===== src/rtl/muldiv_seq.sv =====
// Multi-cycle MULT/MULTU/DIV/DIVU sequencer for the EX stage: latency-modelled
// multiply, 32-step restoring divide, pipeline stall and one-cycle done pulse.
//
// state | meaning
// IDLE  | waiting for a mul/div request from EX
// MUL   | multiply in flight, counting down MUL_LAT cycles
// DIV   | restoring divide, one quotient bit per cycle
// DONE  | hi/lo hold a fresh result; done pulses, start ignored
module muldiv_seq #(
  parameter int MUL_LAT   = 2,
  parameter int DIV_ITERS = 32
) (
  input  logic        clk,
  input  logic        rst,
  input  logic        start,
  input  logic        op,
  input  logic        is_sign,
  input  logic [31:0] src_a,
  input  logic [31:0] src_b,
  input  logic        cancel,
  output logic        stall,
  output logic        busy,
  output logic        done,
  output logic [31:0] hi,
  output logic [31:0] lo
);

  typedef enum logic [1:0] {S_IDLE, S_MUL, S_DIV, S_DONE} state_t;

  localparam logic [5:0] CNT_MUL = 6'(MUL_LAT - 1);
  localparam logic [5:0] CNT_DIV = 6'(DIV_ITERS - 1);

  state_t      r_state, w_state_nxt;
  logic [5:0]  r_cnt;
  logic [31:0] r_op_a;   // multiplicand, or dividend magnitude shifting into quotient
  logic [31:0] r_op_b;   // multiplier, or divisor magnitude
  logic [31:0] r_rem;
  logic        r_sign;
  logic        r_sign_a;
  logic        r_sign_b;

  logic        w_neg_a, w_neg_b;
  logic [31:0] w_mag_a, w_mag_b;
  logic [32:0] w_shift, w_diff;
  logic        w_no_borrow;
  logic [31:0] w_rem_step, w_quo_step;
  logic [63:0] w_ext_a, w_ext_b, w_prod;

  assign w_neg_a = is_sign & src_a[31];
  assign w_neg_b = is_sign & src_b[31];
  assign w_mag_a = w_neg_a ? (~src_a + 32'd1) : src_a;
  assign w_mag_b = w_neg_b ? (~src_b + 32'd1) : src_b;

  assign w_shift     = {r_rem, r_op_a[31]};
  assign w_diff      = w_shift - {1'b0, r_op_b};
  assign w_no_borrow = ~w_diff[32];
  assign w_rem_step  = w_no_borrow ? w_diff[31:0] : w_shift[31:0];
  assign w_quo_step  = {r_op_a[30:0], w_no_borrow};

  // Low 64 bits of a sign-extended product are correct for both signednesses.
  assign w_ext_a = {{32{r_sign & r_op_a[31]}}, r_op_a};
  assign w_ext_b = {{32{r_sign & r_op_b[31]}}, r_op_b};
  assign w_prod  = w_ext_a * w_ext_b;

  always_ff @(posedge clk or negedge rst) begin
    if (!rst) r_state <= S_IDLE;
    else      r_state <= w_state_nxt;
  end

  always_comb begin
    w_state_nxt = r_state;
    stall       = 1'b0;
    busy        = 1'b0;
    done        = 1'b0;
    case (r_state)
      S_IDLE: begin
        if (start && !cancel) begin
          stall = 1'b1;
          if (!op)               w_state_nxt = S_MUL;
          else if (src_b == '0)  w_state_nxt = S_DONE;
          else                   w_state_nxt = S_DIV;
        end
      end
      S_MUL, S_DIV: begin
        stall = 1'b1;
        busy  = 1'b1;
        if (cancel)             w_state_nxt = S_IDLE;
        else if (r_cnt == '0)   w_state_nxt = S_DONE;
      end
      S_DONE: begin
        done        = 1'b1;
        w_state_nxt = S_IDLE;
      end
      default: w_state_nxt = S_IDLE;
    endcase
  end

  always_ff @(posedge clk or negedge rst) begin
    if (!rst) begin
      r_cnt    <= '0;
      r_op_a   <= '0;
      r_op_b   <= '0;
      r_rem    <= '0;
      r_sign   <= 1'b0;
      r_sign_a <= 1'b0;
      r_sign_b <= 1'b0;
      hi       <= '0;
      lo       <= '0;
    end else begin
      case (r_state)
        S_IDLE: begin
          if (start && !cancel) begin
            if (!op) begin
              r_op_a <= src_a;
              r_op_b <= src_b;
              r_sign <= is_sign;
              r_cnt  <= CNT_MUL;
            end else if (src_b != '0) begin
              r_op_a   <= w_mag_a;
              r_op_b   <= w_mag_b;
              r_rem    <= '0;
              r_sign_a <= w_neg_a;
              r_sign_b <= w_neg_b;
              r_cnt    <= CNT_DIV;
            end else begin
              hi <= src_a;
              lo <= '1;
            end
          end
        end
        S_MUL: begin
          if (r_cnt != '0)  r_cnt <= r_cnt - 6'd1;
          else if (!cancel) {hi, lo} <= w_prod;
        end
        S_DIV: begin
          r_rem  <= w_rem_step;
          r_op_a <= w_quo_step;
          if (r_cnt != '0) begin
            r_cnt <= r_cnt - 6'd1;
          end else if (!cancel) begin
            hi <= r_sign_a              ? (~w_rem_step + 32'd1) : w_rem_step;
            lo <= (r_sign_a ^ r_sign_b) ? (~w_quo_step + 32'd1) : w_quo_step;
          end
        end
        default: ;
      endcase
    end
  end

endmodule

===== config.mk =====
export PLATFORM = sky130hd
export DESIGN_NAME = muldiv_seq
export DESIGN_NICKNAME = d
export VERILOG_FILES = /design/src/rtl/muldiv_seq.sv
export SDC_FILE = /design/constraint.sdc
export NUM_CORES = 2
export LEC_CHECK = 0
export ABC_AREA = 1
export CAP_MARGIN = 20
export CORE_MARGIN = 2
export CORE_UTILIZATION = 60
export DETAILED_ROUTE_END_ITERATION = 16
export PLACE_DENSITY_LB_ADDON = 0.05
export SLEW_MARGIN = 20
export SYNTH_ARGS = -nofsm -noshare
export SYNTH_HDL_FRONTEND = slang
export SYNTH_SLANG_ARGS = --single-unit

===== constraint.sdc =====
create_clock -name clk -period 8.3 [get_ports clk]
set_input_delay 1.66 -clock clk [delete_from_list [all_inputs] [get_ports clk]]
set_output_delay 1.66 -clock clk [all_outputs]
set_load 0.01 [all_outputs]

# After elaboration in Yosys (flattened, before gate mapping)
# Index checks and enable logic that the tools add are counted.
# op_classes
reduce_logical	19
bitwise	11
eq_ne	15
add_sub_neg	6
n_mul	1
n_mux	46
# op_table
op	count
$mux W32	27
$pmux W32 S3	2
$add A32 B1 Y32 const B	4
$not A32 Y32	4
$pmux W32 S2	2
$mul A33 B33 Y64	1
$sub A33 B32 Y33	1
$logic_not A32 Y1	1
$reduce_bool A32 Y1	1
$mux W6	4
$ne A2 B2 Y1 const B	8
$pmux W6 S2	1
$reduce_and A4 Y1	3
$reduce_and A3 Y1	3
$mux W2	4
$reduce_and A8 Y1	1
$logic_not A6 Y1	1
$pmux W2 S3	1
$reduce_bool A6 Y1	1
$sub A6 B1 Y6 const B	1
$and A1 B1 Y1	4
$eq A2 B2 Y1 const B	2
$mux W1	4
$ne A2 B1 Y1 const B	2
13 further kinds	15
# totals
inputBits	70
register_bits	171
elab_cells	108
output_inout_bits	67

# Longest topological paths before layout
# logic_depth
word_depth	8
depth_mapped	38
ltp_nobuf	36

# Worst setup path before layout
# OpenSTA, ideal clock, no wires.
# synth_timing
path_kind	register to register
startpoint	register r_op_a[31]
endpoint	register hi[30]
arrival_time_ps	7761
synth_period_minus_slack_ps	7878
t_required_ps	8184
setup_slack_ps	422
stages_incl_launch_ff	33
path_buffers	3
path_cell_list	dfrtp_1 > clkbuf_1 > nand2_1 > clkbuf_1 > clkbuf_1 > nor2_1 > fa_1 > inv_1 > fa_1 > inv_1 > fa_1 > inv_1 > fa_1 > inv_1 > fa_1 > inv_1 > fa_1 > fa_1 > fa_1 > inv_1 > ha_1 > a21oi_1 > nor3_1 > a211oi_1 > o221a_2 > o311ai_0 > or2_2 > nand3_1 > nand2_1 > inv_1 > nand2_1 > nand2_1 > nand2_1
# synth_via
elab_chain_len	8
word_cells_on_any_way	12
# synth_rtl
item	line_no	text
start: declaration	35	logic [31:0] r_op_a;
start signal: assignment	114	r_op_a <= src_a;
start signal: assignment	119	r_op_a <= w_mag_a;
start signal: assignment	137	r_op_a <= w_quo_step;
$sub A33 B32 Y33	55	assign w_diff = w_shift - {1'b0, r_op_b};
$mux W32	57	assign w_rem_step = w_no_borrow ? w_diff[31:0] : w_shift[31:0];
$not A32 Y32	141	hi <= r_sign_a ? (~w_rem_step + 32'd1) : w_rem_step;
$add A32 B1 Y32	141	
$mux W32	141	
$mux W32	140	end else if (!cancel) begin
$mux W32	138	if (r_cnt != '0) begin
$pmux W32 S3 (*)	110	case (r_state)
end signal: assignment	126	hi <= src_a;
end signal: assignment	133	else if (!cancel) {hi, lo} <= w_prod;
end signal: assignment	141	
end: declaration	24	output logic [31:0] hi,
# Mark *: on every way between the ends. The rest lies on a longest branch, timed or not. The select of a mux whose other input is x is not followed.
# A chain may end at the register's enable or synchronous reset.

# Final worst setup path
# layout_timing
startpoint	register r_op_b[12]
endpoint	register hi[17]
# layout_via
elab_chain_len	8
word_cells_on_any_way	11
# layout_rtl
item	line_no	text
start: declaration	36	logic [31:0] r_op_b;
start signal: assignment	115	r_op_b <= src_b;
start signal: assignment	120	r_op_b <= w_mag_b;
$sub A33 B32 Y33	55	
$mux W32	57	
$not A32 Y32	141	
$add A32 B1 Y32	141	
$mux W32	141	
$mux W32	140	
$mux W32	138	
$pmux W32 S3 (*)	110	
# Marks and branches as above.

==> run metrics <==
Tmin final=8.04 ns; initial core utilization=60.4%; vias in the first global route=46940; CTS Buf Count=17; status=finished clean; area of the multi-input gates=40600 um2; I/O Pins=137; clock buffer depth=2; routed wire length=174000 um; CTS tree=yes; synthesized area per cell=7.54 um2; num rows=109; largest net degree at the start of global routing=112; drt initial violations=3977; asr flop ratio synth=100%; Root Buffer=clkbuf_16; Primary FF master, synth=dfrtp_1; CP max stage cell=fa_1; Crit path required time=8.68 ns; CP peak stage delay=0.61 ns; routed via count=46017; Final GP Congestion=1.06; DR pass1 iterations=8; worst path arrival time=8.42 ns; die width=302 um; Post-synth EDFFs=0; fraction of layout cells with a size suffix above 1=5.56%; Fill cells=7950; clk_lat worst skew=0.49 ns; Syn Nets=8511; IO Port Bufs=136; DRT antenna net count=0; CP Capture Type=flop; endpoints failing hold=0; HPWL Detailed=146000 um; cells after synthesis=7060; Synth Cell Area=53200 um2; synth warn=0; htree depth=4; die height=302 um; GR Util All Layers=39.4%; CP Class=flop to flop; antenna violations before repair=8; first-pass GRT wire length=271000 um; core box area=88100 um2; clk slew on worst S/H paths=0.08 ns; # setup viols final=0; grt ovf=0; Max Cap Viol=0; cell taking the most area after synthesis=fa_1; Seq/Total Area, Yosys=8.04%; FF/Latch Area=4310 um2; Startpoint Class=flop; Via density=5.55; Yosys reg bits=171; DRC errors left=0; most frequent CP cell=fa_1; DIE AREA=91100 um2; Slew HR=26.0%; Hold Path Class=flop to flop; Slew Limit Fails=0; top cell type's share of synthesized area=42.4%; Tcrit/Tclk final=96.8%; Synth area leaders=fa_1 (42%), inv_1 (13%), nand2_1 (13%), dfrtp_1 (8.0%), ha_1 (6.0%); wire per inst=21.0 um; WHS=0.485 ns; layout overhead on the synthesized area=8.49%; CP Max Fanout=6; Worst-Margin Slew=1.11 ns; Max Freq=124 MHz; library cells used by synthesis=58; clk_skew=0.0208 ns; number of clock sinks=171; final net count=8555
-- cells in the mapped netlist, types with 4 or more instances --
master     number
xor2_1         67
o221ai_1        4
nand2_4         4
fa_1         1126
inv_2           7
or2_2          14
nor4_1         24
nand3_2         6
o22ai_1        34
nand2_2        18
a41oi_1         4
nor2_1        345
buf_1          69
ha_1          255
inv_1        1866
buf_2           5
buf_6           5
a21oi_1       210
o21ai_0       250
a21o_1         16
nor3_1         42
o21bai_1       14
nand2_1      1830
nand3_1       193
nand4_1        41
nor2_2         10
o21a_1          9
xnor2_1        30
o2111ai_1       4
o21ai_1         6
nand3b_1       17
o21ai_2         4
clkbuf_1      259
dfrtp_1       171
o31ai_1         5
a31oi_1        34
o211ai_1       21
-- final timing paths --
kind	start	endpoint	slack (ns)	depth (start not counted)
worst max-delay path	r_op_b[12]	hi[17]	0.26	30
worst min-delay path	hi[8]	hi[8]	0.49	2
worst max register to register	r_op_b[12]	hi[17]	0.26	30
worst min register to register	hi[8]	hi[8]	0.49	2
max in group asynchronous	rst	r_op_b[24]	5.24	2
min in group asynchronous	rst	lo[23]	1.30	1
-- cells by family after synthesis --
| logic type | count (synthesis) | synth area share, % |
|---|---|---|
| buffers and inverters | 2219 | 15.8 |
| adders and majority gates | 1381 | 48.4 |
| xor gates and xnor gates | 97 | 1.60 |
| AOI/OAI and AO/OA | 637 | 6.74 |
| and+or+nand+nor | 2555 | 19.5 |
| DFF | 171 | 8.04 |
-- cells in the final DEF (no fill, tap or decap), drive strengths merged, types with 17 or more instances in the layout --
cell and n:
xor2 67, fa 1126, xnor2 30, nand3b 17, ha 255, nor4 24
nand2 1852, nand3 200, inv 1875, nand4 41, a21oi 213, o21ai 260
nor3 44, a31oi 34, clkbuf 22, buf 232, nor2 357, clkdlybuf4s50 135
o22ai 34, dfrtp 171, o211ai 21
-- routing by layer --
metal	global-route usage, %	up-vias	part of all wire, %
met5	0	-	0.079
met4	15.7	14	4.7
met3	8.00	388	9.7
met2	61.6	2122	45
met1	54.2	22882	40
li1	-	20611	-
-- stage by stage --
| step | instances | instance area, um2 | worst slack (ns) | util (%) | TNS (ns) |
|---|---|---|---|---|---|
| global placement | 8238 | 56800 | -0.434 | 64.5 | -1.36 |
| floorplan | 7060 | 53200 | 0.422 | - | 0 |
| finish | 8285 | 57700 | 0.264 | 65.5 | 0 |
| global route | 8282 | 57700 | -0.00735 | 65.5 | -0.0112 |
| CTS | 8270 | 57400 | 0.00835 | 65.2 | 0 |
| detailed placement | 8238 | 56800 | -0.439 | 64.5 | -1.23 |
-- state kept, by name, indices dropped and copies added, names as in the netlist --
signal and cells:
r_state 2, r_sign_a 1, r_cnt 6, r_op_a 32, r_sign 1, lo 32, r_rem 32, hi 32
r_sign_b 1, r_op_b 32
-- layout make-up --
class / instances / area share, %
tap: 1165 / 2.53
antenna: 3 / 0.0130
clock buffer: 21 / 0.815
multi-input combinational: 4670 / 70.4
timing repair buffer: 368 / 6.35
inverter: 1876 / 12.2
sequential: 171 / 7.47
clock inverter: 11 / 0.173
-- repair_timing --
| action | 4_1_cts | 5_1_grt |
|---|---|---|
| endpoints found under the hold margin | 0 | 0 |
| setup buffers | 0 | 12 |
| gates cloned | 0 | 0 |
| pin swaps | 0 | 2 |
| hold buffers | 0 | 0 |
| endpoints found under the setup margin | 9 | 29 |
| gates resized for setup | 14 | 62 |
-- critical path: cells and delay by family (launching register included) --
kind                     cells  cell delay [ns]
AO/OA/AOI/OAI                3             0.36
adder cells (fa/ha/maj)      9             4.43
buffers and inverters       10             1.30
AND/OR/NAND/NOR              8             1.44
flip-flops                   1             0.41
Power is left out: the tool's default activity adds up to more than one toggle a clock period on the data nets, which glitch-free logic cannot reach.
